<file path="src/rtl/reg_rx_serie32_pkg.sv">
// Shared definitions for the serial receiver: FSM state encoding and shift-direction codes.
package reg_rx_serie32_pkg;

   typedef enum logic [1:0] {
      RX_IDLE   = 2'b00,
      RX_DATA   = 2'b01,
      RX_PARITY = 2'b10,
      RX_STOP   = 2'b11
   } rx_state_e;

   localparam logic DIR_LSB = 1'b0;
   localparam logic DIR_MSB = 1'b1;

endpackage

</file>
<file path="src/rtl/reg_rx_serie32_desp_in4.sv">
// 4-bit bidirectional serial-in slice; S_L/S_R expose the end bits so slices can be chained.
module desp_in4
   import reg_rx_serie32_pkg::*;
(
   input  logic       CLK,
   input  logic       RST_L,
   input  logic       ENB,
   input  logic       DIR,
   input  logic       S_IN,
   output logic       S_L,
   output logic       S_R,
   output logic [3:0] Q
);

   always_ff @(posedge CLK or negedge RST_L) begin
      if (!RST_L) begin
         Q <= '0;
      end else if (ENB) begin
         if (DIR == DIR_MSB) begin
            Q <= {Q[2:0], S_IN};
         end else begin
            Q <= {S_IN, Q[3:1]};
         end
      end
   end

   assign S_L = Q[3];
   assign S_R = Q[0];

endmodule

</file>
<file path="src/rtl/reg_rx_serie32.sv">
// Serial-to-parallel receiver: start bit, WIDTH data bits (LSB- or MSB-first),
// optional even parity, stop bit; delivers the word on Q32 with a VALID pulse.
module reg_rx_serie32
   import reg_rx_serie32_pkg::*;
#(
   parameter int unsigned WIDTH     = 32,
   parameter bit          PARITY_EN = 1'b1
) (
   input  logic             CLK,
   input  logic             RST_L,
   input  logic             ENB,
   input  logic             DIR,
   input  logic             S_IN,
   output logic [WIDTH-1:0] Q32,
   output logic             VALID,
   output logic             PERR,
   output logic             FERR,
   output logic             BUSY
);

   localparam int unsigned SLICES = WIDTH / 4;
   localparam int unsigned CW     = (WIDTH > 1) ? $clog2(WIDTH) : 1;
   localparam logic [CW-1:0] LAST_BIT = CW'(WIDTH - 1);

   rx_state_e        state, state_nxt;
   logic [CW-1:0]    count;
   logic             acc;
   logic             perr_q;
   logic             dir_q;
   logic             shift_en;
   logic [WIDTH-1:0] shreg;
   logic [SLICES-1:0] s_l, s_r, s_in_slice;
   logic             chain_end_unused;

   // The serial bit enters the top slice when shifting right and slice 0 when
   // shifting left; every other slice takes its neighbour's end bit.
   for (genvar k = 0; k < SLICES; k++) begin : g_slice
      logic from_lo, from_hi;

      if (k == 0) begin : g_lo_end
         assign from_lo = S_IN;
      end else begin : g_lo_link
         assign from_lo = s_l[k-1];
      end

      if (k == SLICES - 1) begin : g_hi_end
         assign from_hi = S_IN;
      end else begin : g_hi_link
         assign from_hi = s_r[k+1];
      end

      assign s_in_slice[k] = (dir_q == DIR_MSB) ? from_lo : from_hi;

      desp_in4 u_slice (
         .CLK   (CLK),
         .RST_L (RST_L),
         .ENB   (shift_en),
         .DIR   (dir_q),
         .S_IN  (s_in_slice[k]),
         .S_L   (s_l[k]),
         .S_R   (s_r[k]),
         .Q     (shreg[4*k +: 4])
      );
   end

   // Bits shifted off the far end of the chain are discarded.
   assign chain_end_unused = s_l[SLICES-1] ^ s_r[0];

   always_ff @(posedge CLK or negedge RST_L) begin
      if (!RST_L) begin
         state <= RX_IDLE;
      end else begin
         state <= state_nxt;
      end
   end

   always_comb begin
      state_nxt = state;
      shift_en  = 1'b0;
      case (state)
         RX_IDLE: begin
            if (ENB && !S_IN) begin
               state_nxt = RX_DATA;
            end
         end
         RX_DATA: begin
            shift_en = ENB;
            if (ENB && (count == LAST_BIT)) begin
               state_nxt = PARITY_EN ? RX_PARITY : RX_STOP;
            end
         end
         RX_PARITY: begin
            if (ENB) begin
               state_nxt = RX_STOP;
            end
         end
         RX_STOP: begin
            if (ENB) begin
               state_nxt = RX_IDLE;
            end
         end
         default: state_nxt = RX_IDLE;
      endcase
   end

   always_ff @(posedge CLK or negedge RST_L) begin
      if (!RST_L) begin
         count  <= '0;
         acc    <= 1'b0;
         perr_q <= 1'b0;
         dir_q  <= DIR_LSB;
         Q32    <= '0;
         VALID  <= 1'b0;
         PERR   <= 1'b0;
         FERR   <= 1'b0;
         BUSY   <= 1'b0;
      end else begin
         VALID <= 1'b0;
         PERR  <= 1'b0;
         FERR  <= 1'b0;
         BUSY  <= (state_nxt != RX_IDLE);
         if (ENB) begin
            case (state)
               RX_IDLE: begin
                  if (!S_IN) begin
                     count  <= '0;
                     acc    <= 1'b0;
                     perr_q <= 1'b0;
                     dir_q  <= DIR;
                  end
               end
               RX_DATA: begin
                  count <= count + CW'(1);
                  acc   <= acc ^ S_IN;
               end
               RX_PARITY: begin
                  perr_q <= acc ^ S_IN;
               end
               RX_STOP: begin
                  if (S_IN) begin
                     Q32   <= shreg;
                     VALID <= 1'b1;
                     PERR  <= perr_q;
                  end else begin
                     FERR  <= 1'b1;
                  end
               end
               default: ;
            endcase
         end
      end
   end

endmodule

</file>
<file path="config.mk">
export PLATFORM = sky130hd
export DESIGN_NAME = reg_rx_serie32
export DESIGN_NICKNAME = d
export VERILOG_FILES = /design/src/rtl/reg_rx_serie32_pkg.sv /design/src/rtl/reg_rx_serie32_desp_in4.sv /design/src/rtl/reg_rx_serie32.sv
export SDC_FILE = /design/constraint.sdc
export NUM_CORES = 1
export LEC_CHECK = 0
export ABC_AREA = 1
export BUFFER_PORTS_ARGS = -buffer_cell sky130_fd_sc_hd__buf_2
export CORE_MARGIN = 2
export CORE_UTILIZATION = 57
export DETAILED_ROUTE_END_ITERATION = 10
export GPL_ROUTABILITY_DRIVEN = 0
export HOLD_SLACK_MARGIN = 0.1
export PLACE_DENSITY = 0.78
export SYNTH_ARGS = -nofsm -noshare
export SYNTH_HDL_FRONTEND = slang
export SYNTH_SLANG_ARGS = --single-unit
</file>
<file path="constraint.sdc">
create_clock -name CLK -period 1.62 [get_ports CLK]
set_input_delay 0.081 -clock CLK [delete_from_list [all_inputs] [get_ports CLK]]
set_output_delay 0.081 -clock CLK [all_outputs]
set_load 0.02 [all_outputs]
</file>
* After elaboration in Yosys (flattened, before gate mapping)
Cells that the tools add are included.
Widths: inputs -> output; s select.
** Storage, ports and cells
- Input port bits :: 5
- Bits in registers :: 78
** Cells by class
- $add $sub $neg :: 1
- Bitwise logic cells :: 2
- Reductions and logical operators :: 11
- Eq/ne operators :: 5
- Muxes and demuxes :: 36
** Operators by type and width (count)
- $mux 4 :: 8
- $mux 1 :: 19
- $pmux 5 s2 :: 1
- $reduce_and 3->1 :: 3
- $mux 2 :: 4
- $pmux 2 s4 :: 1
- $reduce_bool 2->1 :: 3
- $add 5x1->5 const B :: 1
- $eq 5x5->1 const B :: 1
- $mux 5 :: 1
- $eq 2x2->1 const B :: 2
- $pmux 1 s2 :: 2
- $eq 2x1->1 const B :: 1
- $logic_and 1x1->1 :: 2
- $logic_not 2->1 :: 1
- $ne 2x2->1 const B :: 1
- $reduce_and 2->1 :: 1
- $logic_not 1->1 :: 1
- $not 1->1 :: 1
- $xor 1x1->1 :: 1

* Logic depth before layout (Yosys ltp)
- Depth after elaboration :: 5
- Mapped depth :: 7
- Gate-level depth less buffers :: 7

* Hierarchy
From an unflattened synthesis, not the netlist that was laid out.
** Second synthesis, totals
- Cell total of the unflattened synthesis :: 482
- Area total of the unflattened synthesis :: 3766.1 um^2
** By module, submodules not included
- reg_rx_serie32 :: area each 1994.4 um^2, cells an instance 218, times used 1, seq. area each 1151.1 um^2
- desp_in4 :: area each 221.5 um^2, cells an instance 33, times used 8, seq. area each 100.1 um^2

* Worst setup path before layout
OpenSTA, ideal clock, no wires.
- Kind :: register to register
- Start :: register count[0]
- End :: register BUSY
- Data arrival time :: 1.148 ns
- Setup slack :: 0.336 ns
- Cell stages (with the launch flop) :: 8
- Data required time :: 1.483 ns
- Path through :: dfrtp_1 > ha_1 > nand2_1 > nor2_1 > ha_1 > nor2_1 > o21ai_0 > nand4_1
** On the way
- Word-level cells in the longest chain between the ends :: 5
** Ends and longest elaborated chain
- from (decl) :: line reg_rx_serie32.sv:26 : logic [CW-1:0] count;
- from (signal assigned) :: line reg_rx_serie32.sv:133 : count <= count + CW'(1);
- $eq 5x5->1 :: line reg_rx_serie32.sv:88 : if (ENB && (count == LAST_BIT)) begin
- $logic_and 1x1->1 :: line reg_rx_serie32.sv:88
- $mux 2 :: line reg_rx_serie32.sv:88
- $pmux 2 s4 :: line reg_rx_serie32.sv:80 : case (state)
- $reduce_bool 2->1 :: line reg_rx_serie32.sv:121 : BUSY <= (state_nxt != RX_IDLE);
- to (signal assigned) :: line reg_rx_serie32.sv:121
- to (decl) :: line reg_rx_serie32.sv:18 : output logic BUSY
Every way passes these cells.
A chain may end at the register's enable or synchronous reset.

* Worst setup path after layout
Same ends and word-level chain as after synthesis.

==> results.txt <==
status -> complete, no violations
maximum clock path buffer count -> 2
Max-slew headroom -> 0.727
overall overflow remaining after global route -> 0
Critical Path RT -> 1830 ps
RR Startpoint -> count[0]
end of the worst register-to-register path -> BUSY
crit start category -> flip-flop
HPWL after detailed placement -> 3950 um
worst setup path class -> flip-flop to flip-flop
maximum achievable frequency -> 691 MHz
R2R cell count -> 7
setup repair after global routing missed its margin -> false
final-stage net count -> 428
H-tree levels -> 3
total clock buffers created by CTS -> 9
proportion of layout cells with a drive suffix above 1 -> 0.158
number of failing setup endpoints in the final timing report -> 0
smallest hold slack -> 153 ps
number of antenna violations at the first check in global routing -> 0
total number of vias -> 2531
post-synthesis instance area -> 3400 um2
worst ir drop on vdd -> 0.813 mV
width of the chip -> 81.3 um
CP endpoint -> BUSY
number of instances in the synthesized netlist -> 381
worst setup skew after layout -> 7.24 ps
area of the die -> 6600 um2
GRT busiest layer -> met2
GRT Util Overall -> 0.216
starting density of the core -> 0.581
die outline height -> 81.3 um
path class of the lowest-slack min-delay path -> primary input to flip-flop
clock period minus final worst setup slack -> 1450 ps
static leakage -> 0.00182 uW
largest net degree at the start of global routing -> 67
met1 Resource Use GR -> 0.290
IO Pins -> 41
WP data arrival -> 1660 ps
Synthesis Warnings -> 0
Crit Path Max Fanout -> 5
final setup TNS -> 0 ps
number of hold-slack violations in the final timing report -> 0
clock slew at reported path FFs -> 70 ps
proportion of synthesized chip area in sequential cells -> 0.574
grt met2 use -> 0.342
via-per-instance ratio -> 5.06
Antenna Nets Post-Route -> 0
count of final max-slew check failures -> 0
Critical path origin -> count[0]
Syn-to-layout area delta -> 15.6%
final worst-path cycle share -> 0.893
vias in the first global route -> 2396
number of post-CTS setup repair buffers -> 0
total power divided by cell area -> 1430 nW/um2
Crit. End Element -> flip-flop
Clock Sink Count -> 78
Avg Inst Size Synth -> 8.93 um2
leading cell type in the layout, fill and taps excluded -> sky130_fd_sc_hd__nand2_1
measured slew at the worst slew-check pin -> 409 ps
number of maximum-capacitance constraint violations -> 0
row cnt -> 28
met3 Track Usage GR -> 0.0622
cell at the root of the clock tree -> sky130_fd_sc_hd__clkbuf_8
Diodes inserted -> 0
Std-Cell Core Area -> 5850 um2
first-pass GRT wire length -> 10800 um
DRC Markers -> 0
clock tree from TritonCTS -> done
delay of the slowest cell on the worst path -> 400 ps
Register-to-Register Setup Slack -> 170 ps
first-pass iteration count of the detailed router -> 6
final wirelength -> 6270 um
Syn Nets -> 388
routed length per placed instance -> 12.5 um
Worst path slowest cell -> sky130_fd_sc_hd__dfrtp_1
commonest non-fill, non-tap cells in the layout -> 86 x sky130_fd_sc_hd__nand2_1, 77 x sky130_fd_sc_hd__dfrtp_1, 67 x sky130_fd_sc_hd__inv_1, 45 x sky130_fd_sc_hd__o21ai_0, 39 x sky130_fd_sc_hd__buf_2
clock insertion delay at the later pin of the skew report -> 340 ps
1st-iter DRT viols -> 167
total of flip-flops plus latches after synthesis -> 78
number of distinct library cells after synthesis -> 22
critical-path cell list -> ha_1, nand2_1, nor2_1, ha_1, nor2_1, o21ai_1, nand4_1
number of buffers inserted by port buffering -> 40
## cells by family (layout without fill, tap and decap cells)
logic type | Yosys count | count (layout) | synth area share
adders and majority gates | 2 | 2 | 0.00735
AOI/OAI and AO/OA | 102 | 102 | 0.171
buffers and inverters | 90 | 134 | 0.112
DFF | 78 | 78 | 0.574
and+or+nand+nor | 108 | 108 | 0.133
xor gates and xnor gates | 1 | 1 | 0.00257
## cell type report
cell class                 instances  area, um2
clock buffer                      11        141
tap                               75       93.8
sequential                        78       1950
timing repair buffer              50        323
multi-input combinational        213       1070
inverter                          69        259
clock inverter                     4       95.1
fill                             475       1920
## critical path, delay by kind of cell (launching register included)
family          cells  cell delay (ps)
simple gates        4              390
flops               1              400
fa+ha+maj           2              370
compound gates      1              160
## registers in the layout, indices dropped and copies added, names as in the netlist
register,flops
BUSY,1
FERR,1
PERR,1
Q32,32
VALID,1
acc,1
count,5
dir_q,1
g_slice.u_slice.Q,32
perr_q,1
state,2
## Yosys cell counts
library cell / instances / area share
sky130_fd_sc_hd__nand2_1: 86 / 0.095
sky130_fd_sc_hd__dfrtp_1: 78 / 0.57
sky130_fd_sc_hd__inv_1: 67 / 0.074
sky130_fd_sc_hd__o21ai_0: 46 / 0.068
sky130_fd_sc_hd__o211ai_1: 29 / 0.064
sky130_fd_sc_hd__o21ai_1: 27 / 0.040
sky130_fd_sc_hd__nand3_1: 9 / 0.013
sky130_fd_sc_hd__buf_2: 8 / 0.012
sky130_fd_sc_hd__clkbuf_1: 7 / 0.0077
sky130_fd_sc_hd__buf_6: 4 / 0.013
sky130_fd_sc_hd__nand4_1: 4 / 0.0074
sky130_fd_sc_hd__nor2_1: 4 / 0.0044
sky130_fd_sc_hd__ha_1: 2 / 0.0074
sky130_fd_sc_hd__inv_2: 2 / 0.0022
sky130_fd_sc_hd__and2_1: 1 / 0.0018
sky130_fd_sc_hd__buf_1: 1 / 0.0011
sky130_fd_sc_hd__buf_4: 1 / 0.0022
sky130_fd_sc_hd__nand3_2: 1 / 0.0029
sky130_fd_sc_hd__nor3_1: 1 / 0.0015
sky130_fd_sc_hd__nor3_4: 1 / 0.0048
sky130_fd_sc_hd__or2_2: 1 / 0.0018
sky130_fd_sc_hd__xnor2_1: 1 / 0.0026
## routing by layer
layer / part of all wire / vias up
li1: - / 1305
met1: 0.48 / 1168
met3: 0.042 / 6
met4: 0.011 / 0
met2: 0.46 / 52
met5: 0 / -
## what timing repair did
action | CTS | global route
setup endpoints to repair | 0 | 1
hold endpoints to repair | 80 | 0
resized for setup | 0 | 1
hold buffers | 3 | 0
## per-stage QoR
stage          instance area (um2)  total power, uW  instances   util  setup WS (ps)
6_report                      3930             5640        500  0.672            174
5_1_grt                       3930             6010        500  0.672           61.3
3_5_place_dp                  3670             3920        482  0.627            116
2_1_floorplan                 3400             3570        381      -            336
3_3_place_gp                  3670             3860        482  0.627            284
4_1_cts                       3930             5680        500  0.672            117
## worst min path at each step
stage | start | endpoint | slack [ps] | depth (start not counted)
floorplan | RST_L | BUSY | -210 | 0
global placement | RST_L | Q32[15] | 5 | 1
detailed placement | RST_L | Q32[14] | 20 | 1
CTS | ENB | perr_q | 130 | 5
global route | ENB | FERR | 190 | 3
finish | ENB | state[0] | 150 | 5
## where the power goes
part,internal [uW],switching (uW),total [uW]
registers,2390,358,2740
clock network,1060,675,1730
logic,454,708,1160
total,3900,1740,5640
No activity file was read; power rests on OpenSTA's default activity.
